**src/rtl/m6502_bus_pkg.sv**
```systemverilog
// Shared types and default memory map for the m6502 bus controller.
// Region/state encodings plus the open-bus value returned for unmapped reads.
package m6502_bus_pkg;

    typedef enum logic [1:0] {
        REG_RAM,
        REG_ROM,
        REG_IO,
        REG_UNMAPPED
    } region_e;

    typedef enum logic [1:0] {
        IDLE,
        MEM_WAIT,
        IO_WAIT,
        DONE
    } state_e;

    localparam logic [7:0]  OPEN_BUS         = 8'hFF;
    localparam int          DEF_RAM_AW       = 15;
    localparam int          DEF_ROM_AW       = 13;
    localparam logic [15:0] DEF_ROM_BASE     = 16'hE000;
    localparam logic [7:0]  DEF_IO_PAGE      = 8'hD0;

endpackage

```
**src/rtl/m6502_bus_decode.sv**
```systemverilog
// Combinational address decode: cpu address -> target region.
// Priority ROM > I/O page > RAM > unmapped.
module m6502_bus_decode
    import m6502_bus_pkg::*;
#(
    parameter int          RAM_AW   = DEF_RAM_AW,
    parameter logic [15:0] ROM_BASE = DEF_ROM_BASE,
    parameter logic [7:0]  IO_PAGE  = DEF_IO_PAGE
) (
    input  logic [15:0] addr,
    output region_e     region
);

    localparam logic [16:0] RAM_TOP = 17'(1) << RAM_AW;

    always_comb begin
        region = REG_UNMAPPED;
        if (addr >= ROM_BASE)
            region = REG_ROM;
        else if (addr[15:8] == IO_PAGE)
            region = REG_IO;
        else if ({1'b0, addr} < RAM_TOP)
            region = REG_RAM;
    end

endmodule

```
**src/rtl/m6502_bus_ctrl.sv**
```systemverilog
// m6502 CPU bus controller: decodes accesses, issues one-cycle target strobes,
// sequences read latency / wait states and returns data with cpu_ready.
// Optional macro BUS_TIMEOUT_EN bounds the wait for io_ack.
module m6502_bus_ctrl
    import m6502_bus_pkg::*;
#(
    parameter int          RAM_AW         = DEF_RAM_AW,
    parameter int          ROM_AW         = DEF_ROM_AW,
    parameter logic [15:0] ROM_BASE       = DEF_ROM_BASE,
    parameter logic [7:0]  IO_PAGE        = DEF_IO_PAGE,
    parameter int          MEM_LATENCY    = 1,
    parameter int          WAIT_STATES    = 0,
    parameter int          TIMEOUT_CYCLES = 255
) (
    input  logic              clk,
    input  logic              reset_n,
    input  logic [15:0]       cpu_addr,
    input  logic              cpu_rd_req,
    input  logic              cpu_wr_en,
    input  logic [7:0]        cpu_wr_data,
    output logic [7:0]        cpu_rd_data,
    output logic              cpu_ready,
    output logic [RAM_AW-1:0] ram_addr,
    output logic              ram_rd_en,
    output logic              ram_wr_en,
    output logic [7:0]        ram_wr_data,
    input  logic [7:0]        ram_rd_data,
    output logic [ROM_AW-1:0] rom_addr,
    output logic              rom_rd_en,
    input  logic [7:0]        rom_rd_data,
    output logic [7:0]        io_addr,
    output logic              io_rd_req,
    output logic              io_wr_en,
    output logic [7:0]        io_wr_data,
    input  logic [7:0]        io_rd_data,
    input  logic              io_ack,
    output logic              bus_timeout
);

    localparam logic [3:0] MEM_CYCLES = 4'(MEM_LATENCY + WAIT_STATES);

    state_e     state;
    region_e    region;
    logic       rd_from_rom;
    logic [3:0] mem_cnt;

`ifdef BUS_TIMEOUT_EN
    logic [7:0] io_cnt;
`else
    logic [7:0] unused_timeout_cfg;
    assign unused_timeout_cfg = 8'(TIMEOUT_CYCLES);
`endif

    m6502_bus_decode #(
        .RAM_AW   (RAM_AW),
        .ROM_BASE (ROM_BASE),
        .IO_PAGE  (IO_PAGE)
    ) u_decode (
        .addr   (cpu_addr),
        .region (region)
    );

    always_ff @(posedge clk) begin
        if (!reset_n) begin
            state       <= IDLE;
            cpu_ready   <= 1'b1;
            cpu_rd_data <= 8'h00;
            ram_addr    <= '0;
            ram_rd_en   <= 1'b0;
            ram_wr_en   <= 1'b0;
            ram_wr_data <= 8'h00;
            rom_addr    <= '0;
            rom_rd_en   <= 1'b0;
            io_addr     <= 8'h00;
            io_rd_req   <= 1'b0;
            io_wr_en    <= 1'b0;
            io_wr_data  <= 8'h00;
            bus_timeout <= 1'b0;
            rd_from_rom <= 1'b0;
            mem_cnt     <= 4'd0;
`ifdef BUS_TIMEOUT_EN
            io_cnt      <= 8'd0;
`endif
        end else begin
            // Strobes are single-cycle by construction: cleared every edge unless re-armed.
            ram_rd_en   <= 1'b0;
            ram_wr_en   <= 1'b0;
            rom_rd_en   <= 1'b0;
            io_rd_req   <= 1'b0;
            io_wr_en    <= 1'b0;
            bus_timeout <= 1'b0;
            case (state)
                IDLE: begin
                    if (cpu_wr_en || cpu_rd_req) begin
                        cpu_ready   <= 1'b0;
                        state       <= DONE;
                        rd_from_rom <= (region == REG_ROM);
                        mem_cnt     <= MEM_CYCLES;
                        case (region)
                            REG_RAM: begin
                                ram_addr <= cpu_addr[RAM_AW-1:0];
                                if (cpu_wr_en) begin
                                    ram_wr_en   <= 1'b1;
                                    ram_wr_data <= cpu_wr_data;
                                end else begin
                                    ram_rd_en <= 1'b1;
                                    state     <= MEM_WAIT;
                                end
                            end
                            REG_ROM: begin
                                rom_addr <= cpu_addr[ROM_AW-1:0];
                                if (!cpu_wr_en) begin
                                    rom_rd_en <= 1'b1;
                                    state     <= MEM_WAIT;
                                end
                            end
                            REG_IO: begin
                                io_addr <= cpu_addr[7:0];
                                if (cpu_wr_en) begin
                                    io_wr_en   <= 1'b1;
                                    io_wr_data <= cpu_wr_data;
                                end else begin
                                    io_rd_req <= 1'b1;
                                    state     <= IO_WAIT;
`ifdef BUS_TIMEOUT_EN
                                    io_cnt    <= 8'd0;
`endif
                                end
                            end
                            default: begin
                                if (!cpu_wr_en)
                                    cpu_rd_data <= OPEN_BUS;
                            end
                        endcase
                    end
                end
                MEM_WAIT: begin
                    if (mem_cnt == 4'd0) begin
                        cpu_rd_data <= rd_from_rom ? rom_rd_data : ram_rd_data;
                        cpu_ready   <= 1'b1;
                        state       <= IDLE;
                    end else begin
                        mem_cnt <= mem_cnt - 4'd1;
                    end
                end
                IO_WAIT: begin
                    if (io_ack) begin
                        cpu_rd_data <= io_rd_data;
                        cpu_ready   <= 1'b1;
                        state       <= IDLE;
                    end
`ifdef BUS_TIMEOUT_EN
                    else if (io_cnt == 8'(TIMEOUT_CYCLES - 1)) begin
                        cpu_rd_data <= OPEN_BUS;
                        bus_timeout <= 1'b1;
                        cpu_ready   <= 1'b1;
                        state       <= IDLE;
                    end else begin
                        io_cnt <= io_cnt + 8'd1;
                    end
`endif
                end
                default: begin
                    cpu_ready <= 1'b1;
                    state     <= IDLE;
                end
            endcase
        end
    end

endmodule

```
**config.mk**
```make
export PLATFORM = sky130hd
export DESIGN_NAME = m6502_bus_ctrl
export DESIGN_NICKNAME = d
export VERILOG_FILES = /design/src/rtl/m6502_bus_pkg.sv /design/src/rtl/m6502_bus_decode.sv /design/src/rtl/m6502_bus_ctrl.sv
export SDC_FILE = /design/constraint.sdc
export NUM_CORES = 1
export LEC_CHECK = 0
export ABC_AREA = 1
export CORE_UTILIZATION = 29
export DETAILED_ROUTE_END_ITERATION = 10
export SYNTH_ARGS = -nofsm -noshare
export SYNTH_HDL_FRONTEND = slang
export SYNTH_SLANG_ARGS = --single-unit
```
**constraint.sdc**
```tcl
create_clock -name clk -period 1.63 [get_ports clk]
set_input_delay 0.163 -clock clk [delete_from_list [all_inputs] [get_ports clk]]
set_output_delay 0.163 -clock clk [all_outputs]
set_load 0.05 [all_outputs]
```
Word level (Yosys, flattened, before mapping)
Index checks and enable logic that the tools add are counted.
W data, S select, Z words.
- word-level logic and storage cells: 75
- register bits: 73
- muxes and demuxes: 26
- magnitude comparators: 2
- equality and inequality tests: 11
- reductions and logical operators: 20
- $add $sub $neg: 1
- operators by type and width (kind ; count):
    $mux W8 ; 6
    $pmux W8 S3 ; 1
    $reduce_and A4 Y1 ; 5
    $ge A16 B16 Y1 const B ; 1
    $lt A16 B16 Y1 const B ; 1
    $reduce_and A3 Y1 ; 5
    $mux W2 ; 7
    $ne A2 B2 Y1 const B ; 6
    $eq A8 B8 Y1 const B ; 1
    $mux W4 ; 2
    $pmux W4 S2 ; 1
    $mux W1 ; 6
    $pmux W2 S3 ; 1
    $reduce_and A6 Y1 ; 1
    $eq A2 B1 Y1 const B ; 2
    $eq A2 B2 Y1 const B ; 2
    $logic_not A2 Y1 ; 2
    $logic_not A4 Y1 ; 1
    $pmux W2 S2 ; 1
    $sub A4 B1 Y4 const B ; 1
    $pmux W1 S3 ; 1
    $reduce_bool A3 Y1 ; 1
    $reduce_or A3 Y1 ; 1
    $reduce_and A2 Y1 ; 1
    other kinds (3) ; 3

Depth between registers and ports, before layout
Gate-level depths: netlist of the first run.
- word-level depth: 9
- gate-level depth with buffers: 10

By module
Synthesis of the first run repeated with hierarchy kept, for this count alone.
- cell total of the unflattened synthesis: 428
- area, all modules: 3042.9 sq um
- modules (own cells, without submodules) (module ; instances ; area each (sq um) ; cells an instance):
    m6502_bus_ctrl ; 1 ; 2999.1 ; 419
    m6502_bus_decode ; 1 ; 43.8 ; 9

Worst setup path before layout of the first run
Ideal clock, no wire load.
- path kind: register to register
- start: register state[0]
- end: register cpu_rd_data[6]
- path buffers: 2
- arrival time: 1393 ps
- cell stages (with the launch flop): 11
- library setup time: 117 ps
- setup slack: 120 ps
- period minus slack after synthesis: 1510 ps
- path through: dfxtp_1 inv_1 ha_1 buf_2 nand2_1 nand2_1 nor2_4 buf_6 nand3_1 nand2_1 nor2_1
- word-level cells in the longest chain between the ends: 3
- elaborated cells on any way between the ends: 11
- those cells by class: eq/ne (7); mux (1); reduce/logical (3)
- RTL lines (item ; RTL line ; RTL):
    start, declared ; m6502_bus_ctrl.sv:42 ; state_e state;
    start signal, assigned ; m6502_bus_ctrl.sv:65 ; state <= IDLE;
    start signal, assigned ; m6502_bus_ctrl.sv:96 ; state <= DONE;
    start signal, assigned ; m6502_bus_ctrl.sv:107 ; state <= MEM_WAIT;
    $eq A2 B1 Y1 (tied with other cells) ; m6502_bus_ctrl.sv:92 ; case (state)
    $ne A2 B2 Y1 (no source line) / $reduce_bool A3 Y1 (equally long branches) ; n/a ;
    $reduce_and A6 Y1 (no source line) ; n/a ;
    end signal, assigned ; m6502_bus_ctrl.sv:139 ; cpu_rd_data <= rd_from_rom ? rom_rd_data : ram_rd_data;
    end signal, assigned ; m6502_bus_ctrl.sv:148 ; cpu_rd_data <= io_rd_data;
    end, declared ; m6502_bus_ctrl.sv:21 ; output logic [7:0] cpu_rd_data,
Parallel ways exist; a longest one is shown, timed or not.
A chain may end at the register's enable or synchronous reset.

Worst setup path in the final report of the first run
- start: register state[1]
- end: register cpu_rd_data[4]
The elaborated chain is that of the path after synthesis.

==> impl_metrics.ini, run 1 <==
[clocking]
htreeDepth = 3
worstSkewPairLatency_ns = 0.35
clk_pin_slew_ns = 0.09
hold_buffers = 0
cts_sinks = 73
root_buffer = clkbuf_8
cts_made_buffers = 9
cts_buffer_depth = 2
cts_tree = built

[power]
leakage_nw = 2.241
vdd_ir_drop_max_mv = 0.4935
p_total_mw = 5.991
powerDensity_nw_per_um2 = 1275

[finish]
area_growth_pct = 47.99
diodes = 0
finalNonFillerCells = 723
fin_nets = 641
drive_gt1_share_pct = 19.59

[timing]
max_slew_margin_pct = 64.04
fin_hold_ws_ns = 0.1676
period_needed_ns = 1.503
clock_skew_ns = 0.01617
fmax_ghz = 0.6655
drv_slew = 0
worstMarginPinSlew_ns = 0.5387
finalSetupViolCount = 0
finalSetupTns_ns = 0
fin_crit_sh_pct = 92.19
hold_viol = 0

[critical_path]
critPathLaunch = state[1]
r2r-start = state[1]
worstPathCellList = inv_1 > ha_1 > nand2_2 > nand2_1 > nor2_4 > buf_12 > a21oi_1 > nor2_1
reg2reg_depth = 8
crit_path_end = cpu_rd_data[4]
start_kind = flip-flop
arrival_ns = 1.74
crit_required_ns = 1.87
slowest_stage = dfxtp_1
r2r_end = cpu_rd_data[4]
critPathBufInv = 2
worst-setup-path-type = reg -> reg
cp_num_cells = 8
end_kind = flip-flop
cp_top_family = simple AND/OR/NAND/NOR gates
cp_max_fo = 16
slowest_delay_ns = 0.32
timing.reg2reg.setup_slack_ns = 0.13

[grt]
track_usage_pct = 16.30
antenna_found_initial = 0
grt.overflow.total = 0
grt_pass1_wl_mm = 14.75
grt_pass1_vias = 3105
grt_max_degree = 47

[yosys]
ys.flop_type = dfxtp_1
synth_top_cell_by_area = dfxtp_1
syn_nets = 514
yosysMostFrequentCell = nor2_1
avgSynthCellArea_um2 = 6.979
synth_cell_types = 25
synthTopCellsByCount = 105 x nor2_1, 95 x nand2_1, 73 x dfxtp_1
synth_area_leaders = dfxtp_1 46%, nor2_1 12%, nand2_1 11%, o21ai_0 6.1%, a21oi_1 4.9%
synthesis.area_um2 = 3176
seq_area_frac_synth_pct = 46.02
yosysWarningCount = 0
synthCells = 455
ys_seq_elements = 73
synth_edf_count = 0
async_flop_share_pct = 0
synthDominantCellAreaShare_pct = 46.02

[job]
cap_violations = 0

[placed_design]
io_buffer_count = 118
gp_congestion = 0.7717
dp_hpwl_mm = 6.707
dpl.cell_count = 706

[routing]
num_vias = 3215
drt_pre_antenna_iters = 4
drc = 0
drt-total-wl_mm = 9.011
dr.first_iter.drc_count = 123
wire_per_inst_um = 12.46
viasPerCell = 4.447
ant_nets = 0

[floorplan]
die_area_um2 = 11370
die_h_um = 106.6
initial_core_util_pct = 30.35
chipWidth_um = 106.6
core_area_um2 = 10460
ioPinCount = 120
num_rows = 37

[run_status]
status = finished clean

[worst_hold_path]
hp-class = in -> reg
==> worst min-delay path by stage <==
stage               depth (start not counted)  slack [ns]        endpoint      startpoint
floorplan                                   2        0.30     rom_addr[0]     cpu_addr[0]
global placement                            2        0.46  ram_wr_data[4]  ram_wr_data[4]
detailed placement                          2        0.46  ram_wr_data[7]  ram_wr_data[7]
CTS                                         3        0.15      io_addr[0]         reset_n
global route                                3        0.17   io_wr_data[6]         reset_n
finish                                      3        0.17   io_wr_data[6]         reset_n
==> tightest hold or removal path, delay by kind of cell <==
kind,cells,cell delay [ns]
buf+inv,1,0.18
simple gates,2,0.12
==> routing by layer <==
metal	vias up	global-route usage [%]	wire [um]
met2	85	28.16	4459
met4	0	6.262	107
li1	1672	-	-
met5	-	0	0
met1	1451	19.43	3893
met3	7	3.951	551
==> flip-flops by register name, summed over array words and instances, names as in the netlist <==
name         count
rd_from_rom      1
rom_addr        13
mem_cnt          4
state            2
io_addr          8
cpu_ready        1
ram_wr_data      8
ram_addr        15
cpu_rd_data      8
rom_rd_en        1
ram_rd_en        1
io_rd_req        1
ram_wr_en        1
io_wr_en         1
io_wr_data       8
==> repair_timing <==
action | in CTS | in global routing
resized for setup | 4 | 5
buffers inserted | 1 | 0
pin swaps | 1 | 0
endpoints found under the setup margin | 8 | 38
==> kinds of logic after synthesis <==
kind of cell	synth area share (%)
adder cells (fa/ha/maj)	2.364
flip-flops	46.02
AO/OA/AOI/OAI	11.51
XOR/XNOR	0.2759
buffers and inverters	9.062
other	0.1181
AND/OR/NAND/NOR	30.65
==> cell type report <==
cell class | instances | area, um^2
tap | 136 | 170.2
clock buffer | 9 | 123.9
sequential | 73 | 1461
fill | 1079 | 5763
multi-input combinational | 317 | 1444
inverter | 43 | 163.9
timing repair buffer | 138 | 1229
clock inverter | 7 | 107.6
==> cell usage in the layout, fill, tap and decap left out <==
| cell type | netlist | layout |
|---|---|---|
| a211oi_1 | 1 | 1 |
| a21oi_1 | 31 | 31 |
| buf_12 | 0 | 5 |
| buf_2 | 5 | 1 |
| buf_4 | 2 | 77 |
| bufinv_16 | 0 | 2 |
| clkbuf_8 | 0 | 9 |
| clkdlybuf4s50_1 | 0 | 51 |
| clkinvlp_4 | 0 | 1 |
| conb_1 | 1 | 1 |
| dfxtp_1 | 73 | 73 |
| dlygate4sd2_1 | 0 | 4 |
| ha_1 | 6 | 5 |
| ha_4 | 0 | 1 |
| inv_1 | 39 | 39 |
| inv_2 | 4 | 3 |
| inv_4 | 0 | 1 |
| inv_6 | 0 | 2 |
| inv_8 | 0 | 2 |
| nand2_1 | 95 | 95 |
| nand2_2 | 2 | 2 |
| nand3_1 | 25 | 24 |
| nand3_2 | 1 | 2 |
| nand4_2 | 1 | 1 |
| nor2_1 | 105 | 105 |
| nor2_2 | 2 | 2 |
| nor2_4 | 3 | 3 |
| nor3_1 | 2 | 2 |
| o211ai_1 | 1 | 1 |
| o21ai_0 | 39 | 39 |
| or2_2 | 1 | 1 |
| xor2_1 | 1 | 1 |
==> per-stage QoR <==
step	util (%)	worst slack (ns)	area, um^2
finish	44.92	0.1273	4700
global route	44.92	-0.002347	4700
CTS	44.73	0.07150	4679
detailed placement	42.37	-0.02084	4433
global placement	42.37	0.04583	4433
floorplan	-	0.1205	3176
==> power breakdown <==
group | internal, mW | switching (mW) | total [mW]
registers | 1.99 | 0.127 | 2.11
clock network | 0.895 | 0.773 | 1.67
logic | 0.812 | 1.40 | 2.21
total | 3.69 | 2.30 | 5.99
Note: power is estimated with default switching activity, not from simulation.
==> run 2: changes to the inputs <==
RECOVER_POWER = 100   (was unset)
SYNTH_HIERARCHICAL = 1   (was unset)
==> run 2 against run 1 <==
Compared with the run above:
- total power up 19%
- critical path depth up 2
- first-iteration DRC count down 22%
- utilization down 1.2 points
- global-route usage up 0.21 points
- critical endpoint is now io_addr[4]
- largest cell class unchanged
- largest power group unchanged
- highest routed layer unchanged
==> impl_metrics.ini, run 2 <==
[finish]
final_util_pct = 43.71
final_area_um2 = 4472
finalNonFillerCells = 713
final_common_cell = nor2_1
diodes = 0
fin_nets = 631
layout_common_cells = 106 x nor2_1, 85 x nand2_1, 73 x dfxtp_1, 56 x clkbuf_1, 51 x clkdlybuf4s50_1
reg_top3 = ram_addr x15, rom_addr x13
largest_reg_flops = 15
drive_gt1_share_pct = 11.79
regMostFlops = ram_addr
area_growth_pct = 46.96

[placed_design]
gp_congestion = 0.8930
dp_hpwl_mm = 6.912
post_dp_cell_area_um2 = 4428
dpl.cell_count = 696
dp_slack_ns = -0.4385
io_buffer_count = 118

[routing]
dr.first_iter.drc_count = 96
drc = 0
drt_pre_antenna_iters = 4
num_vias = 3131
wire_per_inst_um = 12.38
drt-total-wl_mm = 8.828
viasPerCell = 4.391
ant_nets = 0

[timing]
finalSetupTns_ns = 0
period_needed_ns = 1.560
fmax_ghz = 0.6410
max_slew_margin_pct = 56.38
drv_slew = 0
hold_viol = 0
timing.final.ws_setup_ns = 0.06990
clock_skew_ns = 0.01155
fin_hold_ws_ns = 0.2229
finalSetupViolCount = 0
worstMarginPinSlew_ns = 0.6572
fin_crit_sh_pct = 95.71

[power]
p_total_mw = 7.127
vdd_ir_drop_max_mv = 0.6291
leakage_nw = 1.904
powerDensity_nw_per_um2 = 1594

[grt]
grt_pass1_wl_mm = 14.47
grt_max_degree = 22
track_usage_pct = 16.51
antenna_found_initial = 0
grt.overflow.total = 0
grt_pass1_vias = 2929

[yosys]
synthesis.area_um2 = 3043
synth_area_leaders = dfxtp_1 48%, nor2_1 13%, nand2_1 10%, o21ai_0 6.7%, a21oi_1 5.3%
synth_edf_count = 0
synthCells = 428
avgSynthCellArea_um2 = 7.110
ys.flop_type = dfxtp_1
seq_area_frac_synth_pct = 48.03
syn_nets = 487
synthDominantCellAreaShare_pct = 48.03
yosysMostFrequentCell = nor2_1
yosysWarningCount = 6
synth_top_cell_by_area = dfxtp_1
synth_cell_types = 21
async_flop_share_pct = 0
ys_seq_elements = 73
synthTopCellsByCount = 108 x nor2_1, 85 x nand2_1, 73 x dfxtp_1

[critical_path]
cp_max_fo = 9
worst-setup-path-type = in -> reg
crit_path_end = io_addr[4]
end_kind = flip-flop
arrival_ns = 1.81
crit_required_ns = 1.88
worstPathCellList = clkdlybuf4s50_1 > inv_1 > nand3_2 > nor2_2 > nor2_4 > or2_2 > nor2_4 > inv_2 > nor2_1 > nor2_1
slowest_stage = clkdlybuf4s50_1
slowest_delay_ns = 0.46
r2r-start = state[0]
critPathLaunch = cpu_addr[13]
r2r_end = io_addr[4]
reg2reg_depth = 9
start_kind = input pin
timing.reg2reg.setup_slack_ns = 0.13

[floorplan]
num_rows = 37
die_h_um = 104.4
die_area_um2 = 10910
chipWidth_um = 104.4
core_area_um2 = 10230
ioPinCount = 120
initial_core_util_pct = 29.74

[clocking]
cts_buffer_depth = 2
root_buffer = clkbuf_8
clk_pin_slew_ns = 0.09
htreeDepth = 3
worstSkewPairLatency_ns = 0.35
cts_sinks = 73
cts_tree = built
cts_made_buffers = 9
hold_buffers = 0

[run_status]
status = finished clean

[worst_hold_path]
hp-class = in -> reg
hp-start = cpu_addr[14]

[job]
cap_violations = 0
-- run 2: changes by cell type after synthesis, sizes merged, moves of 3 or more --
cell / change
nand3: +6
nand2: -12
nor2: +3
buf: -3
inv: -20
-- run 2: logic make-up (layout without fill, tap and decap cells) --
kind of cell / count (synthesis) / after routing / share of synthesized area [%]
fa+ha+maj: 6 / 6 / 2.467
compound gates: 74 / 74 / 12.25
simple gates: 233 / 233 / 31.62
other cells: 1 / 1 / 0.1232
buf+inv: 41 / 190 / 5.510
flops: 73 / 73 / 48.03
-- run 2: timing repair --
| item | in CTS | in global routing |
|---|---|---|
| setup buffers | 0 | 1 |
| setup endpoints to repair | 22 | 49 |
| pin swaps | 0 | 1 |
| resized for setup | 13 | 16 |
-- run 2: per-layer routing --
metal | global-route usage (%) | vias up | routed length [um]
li1 | - | 1657 | -
met1 | 22.35 | 1368 | 4265
met2 | 25.54 | 94 | 3945
met3 | 4.135 | 12 | 457
met4 | 5.306 | 0 | 159
met5 | 0 | - | 0
-- run 2: worst min-delay path by stage --
stage	endpoint	slack, ns	cells past startpoint
2_1_floorplan	io_addr[0]	0.30	2
3_3_place_gp	ram_addr[7]	0.45	2
3_5_place_dp	ram_addr[9]	0.45	2
4_1_cts	ram_addr[9]	0.47	2
5_1_grt	ram_addr[14]	0.22	3
6_report	ram_addr[14]	0.22	3
-- run 2: layout make-up --
class	instances	area, um^2
Fill cell	1077	5759
Sequential cell	73	1461
Multi-Input combinational cell	314	1460
Timing Repair Buffer	151	1079
Tap cell	136	170.2
Clock buffer	10	137.6
Inverter	23	91.34
Clock inverter	6	72.57
-- run 2: power breakdown --
group	total, mW	internal [mW]	switching, mW
combinational	3.34	1.05	2.29
sequential	2.28	2.11	0.171
clock	1.50	0.774	0.731
-- run 2: worst max-delay path, delay by kind of cell --
family	cells	cell delay [ns]
buffers and inverters	3	0.67
AND/OR/NAND/NOR	7	0.97
==> run 3: changes to the inputs <==
clock period = 1.6 ns   (was 1.63 ns; I/O delays follow)
==> run 3 against run 2 <==
Compared with the run above:
- clock power down 4%
- wire length up 4.6%
- final cell count up 0.14%
- non-clock buffer count up 1
- largest cell class is now multi-input combinational cells
==> impl_metrics.ini, run 3 (same netlist as run 2, synthesis figures left out) <==
[power]
vdd_ir_drop_max_mv = 0.6756
p_total_mw = 7.248
leakage_nw = 1.830
powerDensity_nw_per_um2 = 1638

[clocking]
hold_buffers = 0
worstSkewPairLatency_ns = 0.35
cts_tree = built
root_buffer = clkbuf_8
cts_made_buffers = 9
clk_pin_slew_ns = 0.08
cts_buffer_depth = 2
htreeDepth = 3
cts_sinks = 73

[worst_hold_path]
hold-path-cell-count = 3
worstHoldEndpoint = ram_addr[14]
hp-class = in -> reg
hp-start = cpu_addr[14]

[floorplan]
ioPinCount = 120
initial_core_util_pct = 29.74
die_area_um2 = 10910
core_area_um2 = 10230
chipWidth_um = 104.4
num_rows = 37
die_h_um = 104.4

[finish]
finalNonFillerCells = 714
diodes = 0
final_util_pct = 43.24
layout_common_cells = 105 x nor2_1, 85 x nand2_1, 73 x dfxtp_1, 66 x clkbuf_1, 51 x clkdlybuf4s50_1
largest_reg_flops = 15
final_area_um2 = 4424
reg_top3 = ram_addr x15, rom_addr x13
drive_gt1_share_pct = 11.94
fin_nets = 632
area_growth_pct = 45.39
final_common_cell = nor2_1
regMostFlops = ram_addr

[placed_design]
dp_slack_ns = -0.4937
dp_hpwl_mm = 7.043
io_buffer_count = 118
post_dp_cell_area_um2 = 4400
gp_congestion = 0.8857
dpl.cell_count = 696

[routing]
drt-total-wl_mm = 9.233
drt_pre_antenna_iters = 4
ant_nets = 0
wire_per_inst_um = 12.93
drc = 0
num_vias = 3232
viasPerCell = 4.527
dr.first_iter.drc_count = 98

[critical_path]
end_kind = flip-flop
r2r-start = state[0]
r2r_end = io_addr[3]
cp_max_fo = 7
worst-setup-path-type = reg -> reg
crit_required_ns = 1.88
timing.reg2reg.setup_slack_ns = 0.09
start_kind = flip-flop
arrival_ns = 1.80
reg2reg_depth = 9

[grt]
antenna_found_initial = 0
track_usage_pct = 16.97
grt_max_degree = 23
grt.overflow.total = 0
grt_pass1_vias = 2993
grt_pass1_wl_mm = 14.66

[timing]
clock_skew_ns = 0.009041
hold_viol = 0
fmax_ghz = 0.6601
fin_hold_ws_ns = 0.1917
rsz0062_at_grt = yes
timing.final.ws_setup_ns = 0.08505
worstMarginPinSlew_ns = 0.6636
period_needed_ns = 1.515
fin_crit_sh_pct = 94.68
finalSetupViolCount = 0
drv_slew = 0
finalSetupTns_ns = 0
max_slew_margin_pct = 55.95

[job]
cap_violations = 0

[run_status]
status = finished clean
==> run 3: cell types whose count changed in the layout (fill, tap and decap cells not counted), sizes merged <==
cell,previous run,this run
buf,32,34
clkinv,1,4
inv,27,24
clkinvlp,0,1
dlygate4sd2,10,0
clkbuf,67,75
==> run 3: worst max-delay path, stage by stage (launching register included) <==
cell and delay (ns):
dfxtp_1 0.32, inv_1 0.12, ha_4 0.17, inv_2 0.06
nor2_4 0.19, inv_2 0.08, nor2_4 0.18, buf_12 0.14
o21ai_0 0.07, nor2_1 0.12
==> run 3: what timing repair did <==
| action | in CTS | in global routing |
|---|---|---|
| gates cloned | 0 | 0 |
| buffers inserted | 0 | 2 |
| resized for setup | 3 | 16 |
| pin swaps | 0 | 4 |
| setup endpoints to repair | 23 | 52 |
==> run 3: worst max path at each step <==
stage                             from              to  slack (ns)  cells past startpoint
final                         state[0]      io_addr[3]        0.09                      9
after global routing          state[0]      io_addr[3]       -0.04                      9
after CTS                     state[1]  cpu_rd_data[5]        0.02                      8
after detailed placement  cpu_addr[13]  cpu_rd_data[5]       -0.49                     12
after global placement     cpu_addr[8]  cpu_rd_data[5]       -0.43                     12
after floorplan               state[0]     ram_addr[1]         0.1                      8
==> run 3: power breakdown <==
| part | total, mW | internal, mW | switching [mW] |
|---|---|---|---|
| sequential | 2.33 | 2.15 | 0.182 |
| clock | 1.44 | 0.720 | 0.717 |
| combinational | 3.48 | 1.10 | 2.38 |
==> run 3: area by class of cell <==
type,count,area (um^2)
clock inverter,7,70.07
inverter,23,93.84
timing repair buffer,152,1039
sequential,73,1461
multi-input combinational,314,1466
clock buffer,9,123.9
fill,1123,5807
tap,136,170.2
==> run 3: routing by layer <==
metal / part of all wire (%) / vias to the layer above / wire length [um] / global-route usage, %
met4: 2.4 / 0 / 220 / 8.061
li1: - / 1664 / - / -
met5: 0 / - / 0 / 0
met2: 45 / 114 / 4171 / 26.49
met1: 47 / 1435 / 4351 / 22.65
met3: 5.3 / 19 / 490 / 2.882
